### src/rtl/mult_nxn_seq.sv
// mult_nxn_seq: sequential radix-4 Booth multiplier, one partial product per cycle; optional accumulate via MULT_SEQ_ACCUM_EN
module mult_nxn_seq #(
   parameter int WIDTH = 16
) (
   input  logic               i_clk,
   input  logic               i_rst,
   input  logic               i_valid,
   output logic               o_in_ready,
   input  logic               i_multa_ns,
   input  logic               i_multb_ns,
   input  logic [WIDTH-1:0]   i_multa,
   input  logic [WIDTH-1:0]   i_multb,
`ifdef MULT_SEQ_ACCUM_EN
   input  logic               i_acc_en,
`endif
   output logic               o_valid,
   input  logic               i_ready,
   output logic [2*WIDTH-1:0] o_product,
   output logic               o_busy
);
   localparam int NPP = WIDTH / 2 + 1;
   localparam int AW  = 2 * WIDTH + 2;
   localparam int CW  = $clog2(NPP + 1);
   typedef enum logic [1:0] {IDLE, CALC, DONE} state_t;
   state_t             state_q, state_d;
   logic [AW-1:0]      mcand_q, mcand_d;
   logic [WIDTH+1:0]   mplr_q, mplr_d;
   logic               prev_q, prev_d;
   logic [AW-1:0]      acc_q, acc_d;
   logic [CW-1:0]      cnt_q, cnt_d;
   logic [2*WIDTH-1:0] prod_q, prod_d;
   logic [2:0]         trip;
   logic [AW-1:0]      pp;
   logic               sa, sb;
`ifdef MULT_SEQ_ACCUM_EN
   logic               acc_en_q, acc_en_d;
`endif
   assign sa         = i_multa_ns & i_multa[WIDTH-1];
   assign sb         = i_multb_ns & i_multb[WIDTH-1];
   assign trip       = {mplr_q[1:0], prev_q};
   assign o_in_ready = state_q == IDLE;
   assign o_busy     = state_q != IDLE;
   assign o_valid    = state_q == DONE;
   assign o_product  = prod_q;
   // Booth digit select: multiplicand is pre-shifted, so the digit only picks 0, +-A, +-2A
   always_comb begin
      pp = (trip == 3'b001 || trip == 3'b010) ? mcand_q :
           (trip == 3'b011)                   ? mcand_q << 1 :
           (trip == 3'b100)                   ? -(mcand_q << 1) :
           (trip == 3'b101 || trip == 3'b110) ? -mcand_q : '0;
   end
   // next-state and datapath: capture in IDLE, one Booth step per CALC cycle, hold in DONE
   always_comb begin
      state_d  = state_q;
      mcand_d  = mcand_q;
      mplr_d   = mplr_q;
      prev_d   = prev_q;
      acc_d    = acc_q;
      cnt_d    = cnt_q;
      prod_d   = prod_q;
`ifdef MULT_SEQ_ACCUM_EN
      acc_en_d = acc_en_q;
`endif
      case (state_q)
         IDLE: if (i_valid) begin
            mcand_d  = {{(AW-WIDTH){sa}}, i_multa};
            mplr_d   = {{2{sb}}, i_multb};
            prev_d   = 1'b0;
            acc_d    = '0;
            cnt_d    = '0;
`ifdef MULT_SEQ_ACCUM_EN
            acc_en_d = i_acc_en;
`endif
            state_d  = CALC;
         end
         CALC: begin
            acc_d   = acc_q + pp;
            mcand_d = mcand_q << 2;
            mplr_d  = {{2{mplr_q[WIDTH+1]}}, mplr_q[WIDTH+1:2]};
            prev_d  = mplr_q[1];
            cnt_d   = cnt_q + 1'b1;
            if (cnt_q == CW'(NPP - 1)) begin
               state_d = DONE;
`ifdef MULT_SEQ_ACCUM_EN
               prod_d  = acc_en_q ? prod_q + acc_d[2*WIDTH-1:0] : acc_d[2*WIDTH-1:0];
`else
               prod_d  = acc_d[2*WIDTH-1:0];
`endif
            end
         end
         DONE: if (i_ready) state_d = IDLE;
         default: state_d = IDLE;
      endcase
   end
   // state register with synchronous reset clearing every visible and internal value
   always_ff @(posedge i_clk) begin
      if (i_rst) begin
         state_q  <= IDLE;
         mcand_q  <= '0;
         mplr_q   <= '0;
         prev_q   <= 1'b0;
         acc_q    <= '0;
         cnt_q    <= '0;
         prod_q   <= '0;
`ifdef MULT_SEQ_ACCUM_EN
         acc_en_q <= 1'b0;
`endif
      end else begin
         state_q  <= state_d;
         mcand_q  <= mcand_d;
         mplr_q   <= mplr_d;
         prev_q   <= prev_d;
         acc_q    <= acc_d;
         cnt_q    <= cnt_d;
         prod_q   <= prod_d;
`ifdef MULT_SEQ_ACCUM_EN
         acc_en_q <= acc_en_d;
`endif
      end
   end
endmodule

### config.mk
export PLATFORM = sky130hd
export DESIGN_NAME = mult_nxn_seq
export DESIGN_NICKNAME = d
export VERILOG_FILES = /design/src/rtl/mult_nxn_seq.sv
export SDC_FILE = /design/constraint.sdc
export NUM_CORES = 1
export LEC_CHECK = 0
export CORE_ASPECT_RATIO = 1.2
export CORE_MARGIN = 5
export CORE_UTILIZATION = 64
export CTS_BUF_LIST = sky130_fd_sc_hd__clkbuf_8
export CTS_CLUSTER_SIZE = 14
export DETAILED_ROUTE_END_ITERATION = 8
export DONT_BUFFER_PORTS = 1
export HOLD_SLACK_MARGIN = 0.1
export PLACE_DENSITY = 0.76
export SKIP_CTS_REPAIR_TIMING = 1
export SLEW_MARGIN = 25
export SYNTH_ARGS = -nofsm -noshare
export SYNTH_HDL_FRONTEND = slang
export SYNTH_SLANG_ARGS = --single-unit
export TNS_END_PERCENT = 50
### constraint.sdc
create_clock -name i_clk -period 15.1 [get_ports i_clk]
set_clock_uncertainty 0.05 [all_clocks]
set_input_delay 1.51 -clock i_clk [delete_from_list [all_inputs] [get_ports i_clk]]
set_output_delay 1.51 -clock i_clk [all_outputs]
set_load 0.02 [all_outputs]
Word level (Yosys, flattened, before mapping)
Index checks and enable logic that the tools add are counted.
{ "word_totals": {"word_cells": 54, "out_inout_bits": 35, "regBits": 125, "inputBits": 38} }
{ "op_classes": {"n_reduce_logical": 9, "mux": 18, "bitwise": 3, "eq_ne": 12, "add_sub_neg": 4} }
{ "ops": {"columns": ["op", "count"], "rows": [
  ["two-way mux 34 bit", 6],
  ["case mux 34 bit (2 select lines)", 2],
  ["negator 34 bit", 2],
  ["case mux 18 bit (2 select lines)", 1],
  ["adder 34 bit", 1],
  ["two-way mux 18 bit", 1],
  ["== test 3 bit, second input constant", 3],
  ["case mux 4 bit (2 select lines)", 1],
  ["== test 3 x 2 -> 1 bit, second input constant", 2],
  ["two-way mux 2 bit", 3],
  ["case mux 2 bit (3 select lines)", 1],
  ["AND reduction 3 bit", 2],
  ["adder 4 x 1 -> 4 bit, second input constant", 1],
  ["== test 4 bit, second input constant", 1],
  ["two-way mux 4 bit", 1],
  ["inequality test 2 bit, second input constant", 2],
  ["AND reduction 2 bit", 2],
  ["nonzero test 2 bit", 2],
  ["== test 3 x 1 -> 1 bit, second input constant", 1],
  ["AND 1 bit", 2],
  ["== test 2 x 1 -> 1 bit, second input constant", 1],
  ["== test 2 bit, second input constant", 1],
  ["zero test 2 bit", 1],
  ["logical OR 1 bit", 2],
  ["other kinds (4)", 4]
]} }

Logic depth before layout (Yosys ltp)
{ "logic_depth": {"depth_word": 8, "depth_mapped": 21, "mapped_depth_nobuf": 21} }

Worst setup path after synthesis
No wires, ideal clock.
{ "synth_path": {"path_kind": "reg-to-reg", "startpoint": "register mcand_q[0]", "endpoint": "register acc_q[31]", "setup_time_ps": 101, "n_path_buf": 1, "arrival_ps": 4847, "path_slack_ps": 10102, "path_stages_with_launch": 21, "period_less_slack_ps": 4998, "cell_sequence": "dfxtp_1 inv_1 ha_1 nor3b_1 nand3b_1 or2_2 clkbuf_1 or4_1 xnor2_1 maj3_1 a21oi_1 ha_1 a211o_1 a221oi_1 o31ai_1 a211o_1 o21ai_0 a21oi_1 o21ai_0 a21boi_1 o41ai_1"} }
{ "synth_via": {"elab_chain_len": 7, "elab_cells_between_ends": 8, "classes_between": "add/sub: 3; mux: 5"} }
{ "synth_lines": {"columns": ["element", "line", "text"], "rows": [
  ["start: declaration", "26", "logic [AW-1:0] mcand_q, mcand_d;"],
  ["start signal: assignment", "110", "mcand_q <= mcand_d;"],
  ["negator 34 bit", "50", "(trip == 3'b101 || trip == 3'b110) ? -mcand_q : '0;"],
  ["two-way mux 34 bit", "50", null],
  ["two-way mux 34 bit", "49", "(trip == 3'b100) ? -(mcand_q << 1) :"],
  ["two-way mux 34 bit", "48", "(trip == 3'b011) ? mcand_q << 1 :"],
  ["two-way mux 34 bit (*)", "47", "pp = (trip == 3'b001 || trip == 3'b010) ? mcand_q :"],
  ["adder 34 bit (*)", "77", "acc_d = acc_q + pp;"],
  ["case mux 34 bit (2 select lines) (*)", "64", "case (state_q)"],
  ["end signal: assignment", "102", "acc_q <= '0;"],
  ["end signal: assignment", "113", "acc_q <= acc_d;"],
  ["end: declaration", "29", "logic [AW-1:0] acc_q, acc_d;"]
]} }
Every way passes the cells marked *; elsewhere a longest branch is shown, timed or not.
A chain may end at the register's enable or synchronous reset.

Final worst setup path
Same ends and word-level chain as after synthesis.

==> results_dict.tcl <==
set metrics [dict create \
    clock_path_buffers 2 \
    synth_cells 1197 \
    tightest_slew_ns 0.9049 \
    synth_edf_count 0 \
    async_reset_ff_share_pct 0 \
    vdd_drop_max_mv 0.08324 \
    p_clk_share_pct 33.2 \
    final_common_cell "nor2_1" \
    slew_headroom_pct 39.45 \
    clk_latency_ns 0.45 \
    first_pass_iters 5 \
    seq_area_frac_synth_pct 28.32 \
    rsz0062_at_grt "false" \
    synth-warning-count 0 \
    report.final.slew_viol_count 0 \
    crit_arrival_ns 5.92 \
    crit_fanout 10 \
    cellInternalPower_mw 0.5775 \
    synth_cell_type_count 70 \
    clk_pin_slew_worst_paths_ns 0.08 \
    seqPwrFrac_pct 40.2 \
    start_util_pct 64.89 \
    synth_area_sq_um 8552 \
    combPwrFrac_pct 26.7 \
    antenna_found_initial 0 \
    synthToLayoutAreaGrowth_pct 3.189 \
    critical_path_class "reg -> reg" \
    htreeDepth 4 \
    fin_setup_tns_ns 0 \
    final_cell_mix "nor2_1 (196), a21oi_1 (130), dfxtp_1 (120)" \
    cts_tree "built" \
    drtIter0Drc 1043 \
    dieArea_sq_um 15780 \
    required_ns 15.41 \
    synth_ff_type "dfxtp_1" \
    row_count 46 \
    vias 8301 \
    grt_pass1_vias 7914 \
    hold_slack_ns 0.4096 \
    hold_path.class "reg -> reg" \
    leakage_nw 3.495 \
    antenna_cells 0 \
    fp.dieH_um 136.6 \
    max_freq_mhz 178.0 \
    setup_viol 0 \
    routedWlPerCell_um 17.63 \
    outcome "finished, final reports clean" \
    place_ws_ns 9.590 \
    drc 0 \
    max-cap-violations 0 \
    viasPerCell 6.390 \
    grt_max_degree 116 \
    core_area_sq_um 13180 \
    track_usage_pct 30.02 \
    clock_sinks 121 \
    syn_avg_cell_area_sq_um 7.144 \
    cts_made_buffers 17 \
    ios 73 \
    overflow 0 \
    final_cells 1299 \
    hold_viol 0 \
    wl_um 22900 \
    powerDensity_nw_per_um2 100.3 \
    finalCritPeriodShare_pct 37.20 \
    drtAntennaViolNets 0 \
    io_buffers 0 \
    detailed_place_hpwl_um 15510 \
    synth_nets 1272 \
    start_kind "register" \
    die_w_um 115.5 \
    finalNetCount 1194 \
    period_minus_slack_ns 5.618 \
    placedCellCount 1268 \
    place_congestion 0.9603 \
    worst_slack_ns 9.482 \
    switching_share_pct 34.77 \
    endpoint_kind "register" \
    grt_first_pass_wirelength_um 38520 \
    final_layout_size_suffix_gt1_share_pct 5.836 \
    switchingPower_mw 0.3079 \
    cts_root_buf "clkbuf_8" \
    ys_ff_latch 121 \
]
==> worst max-delay path: stages (launching register included) <==
cell and delay, ns:
dfxtp_1 0.33, inv_1 0.15, ha_1 0.20, nor3b_1 0.43, nand3b_1 0.37, or2_2 0.45, or4_1 0.45, xnor2_1 0.17
maj3_1 0.36, a21oi_1 0.16, ha_1 0.32, a211o_1 0.32, a221oi_1 0.22, o31ai_1 0.17, a211o_1 0.33, o21ai_0 0.28
a21oi_1 0.19, o21ai_0 0.18, a21boi_1 0.09, o41ai_1 0.31
==> state kept, by name, summed over array words and instances (netlist names) <==
| name | flops |
|---|---|
| acc_q | 32 |
| mcand_q | 32 |
| o_product | 32 |
| mplr_q | 18 |
| cnt_q | 4 |
| state_q | 2 |
| prev_q | 1 |
==> power by group through the flow <==
stage	combinational, mW	clock (mW)	sequential [mW]
finish	0.236	0.294	0.356
global route	0.265	0.312	0.358
CTS	0.234	0.299	0.355
detailed placement	0.232	0	0.362
global placement	0.229	0	0.362
floorplan	0.200	0	0.351
==> final cells by class <==
| cell class | count | area [sq um] |
|---|---|---|
| repair buffers | 10 | 75.07 |
| clock inverters | 13 | 146.4 |
| multi-input cells | 949 | 5647 |
| clock buffers | 18 | 247.7 |
| well taps | 168 | 210.2 |
| flip-flops and latches | 121 | 2424 |
| fillers | 1239 | 4355 |
| inverters | 20 | 75.07 |
==> cell families (layout without fill, tap and decap cells) <==
kind of cell | count (synthesis) | count (layout) | share of synthesized area [%]
simple gates | 486 | 486 | 26.32
compound gates | 344 | 344 | 25.24
buf+inv | 127 | 61 | 5.735
flops | 121 | 121 | 28.32
fa+ha+maj | 55 | 55 | 7.608
xor+xnor | 53 | 53 | 5.428
mux | 11 | 11 | 1.346
==> synthesized netlist by cell type (19+ instances only) <==
| master | count | area (sq um) |
|---|---|---|
| nor2_1 | 198 | 743.2 |
| a21oi_1 | 130 | 650.6 |
| dfxtp_1 | 121 | 2422 |
| nand2_1 | 116 | 435.4 |
| clkbuf_1 | 89 | 334.1 |
| o21ai_0 | 51 | 255.2 |
| nor3_1 | 47 | 235.2 |
| a22oi_1 | 43 | 322.8 |
| ha_1 | 36 | 450.4 |
| nor2b_1 | 32 | 200.2 |
| xnor2_1 | 32 | 280.3 |
| a31oi_1 | 23 | 143.9 |
| xor2_1 | 21 | 183.9 |
| inv_1 | 19 | 71.32 |
==> stage by stage <==
| stage | utilization [%] | area (sq um) | power [mW] |
|---|---|---|---|
| after global routing | 66.95 | 8825 | 0.9354 |
| after detailed placement | 63.96 | 8431 | 0.5945 |
| after floorplan | - | 8552 | 0.5507 |
| after CTS | 66.95 | 8825 | 0.8879 |
| final | 66.95 | 8825 | 0.8854 |
| after global placement | 63.95 | 8428 | 0.5911 |
==> layer usage <==
metal / wire length, um / track usage, % / share of wire, % / vias up
li1: - / - / - / 4078
met1: 9527 / 37.02 / 42 / 3864
met2: 11030 / 48.97 / 48 / 281
met3: 1273 / 5.661 / 5.6 / 78
met4: 1072 / 16.70 / 4.7 / 0
met5: 0 / 0 / 0 / -
==> path summary, 6_finish.rpt <==
path / slack (ns) / cells after the start / to / from
worst max register to register: 9.48 / 19 / acc_q[31]$_SDFFE_PP0P_ / mcand_q[0]$_SDFFE_PP0P_
worst min-delay path: 0.41 / 2 / mplr_q[17]$_SDFFE_PP0P_ / mplr_q[17]$_SDFFE_PP0P_
worst min register to register: 0.41 / 2 / mplr_q[17]$_SDFFE_PP0P_ / mplr_q[17]$_SDFFE_PP0P_
worst max-delay path: 9.48 / 19 / acc_q[31]$_SDFFE_PP0P_ / mcand_q[0]$_SDFFE_PP0P_
Note: power is estimated with default switching activity, not from simulation.
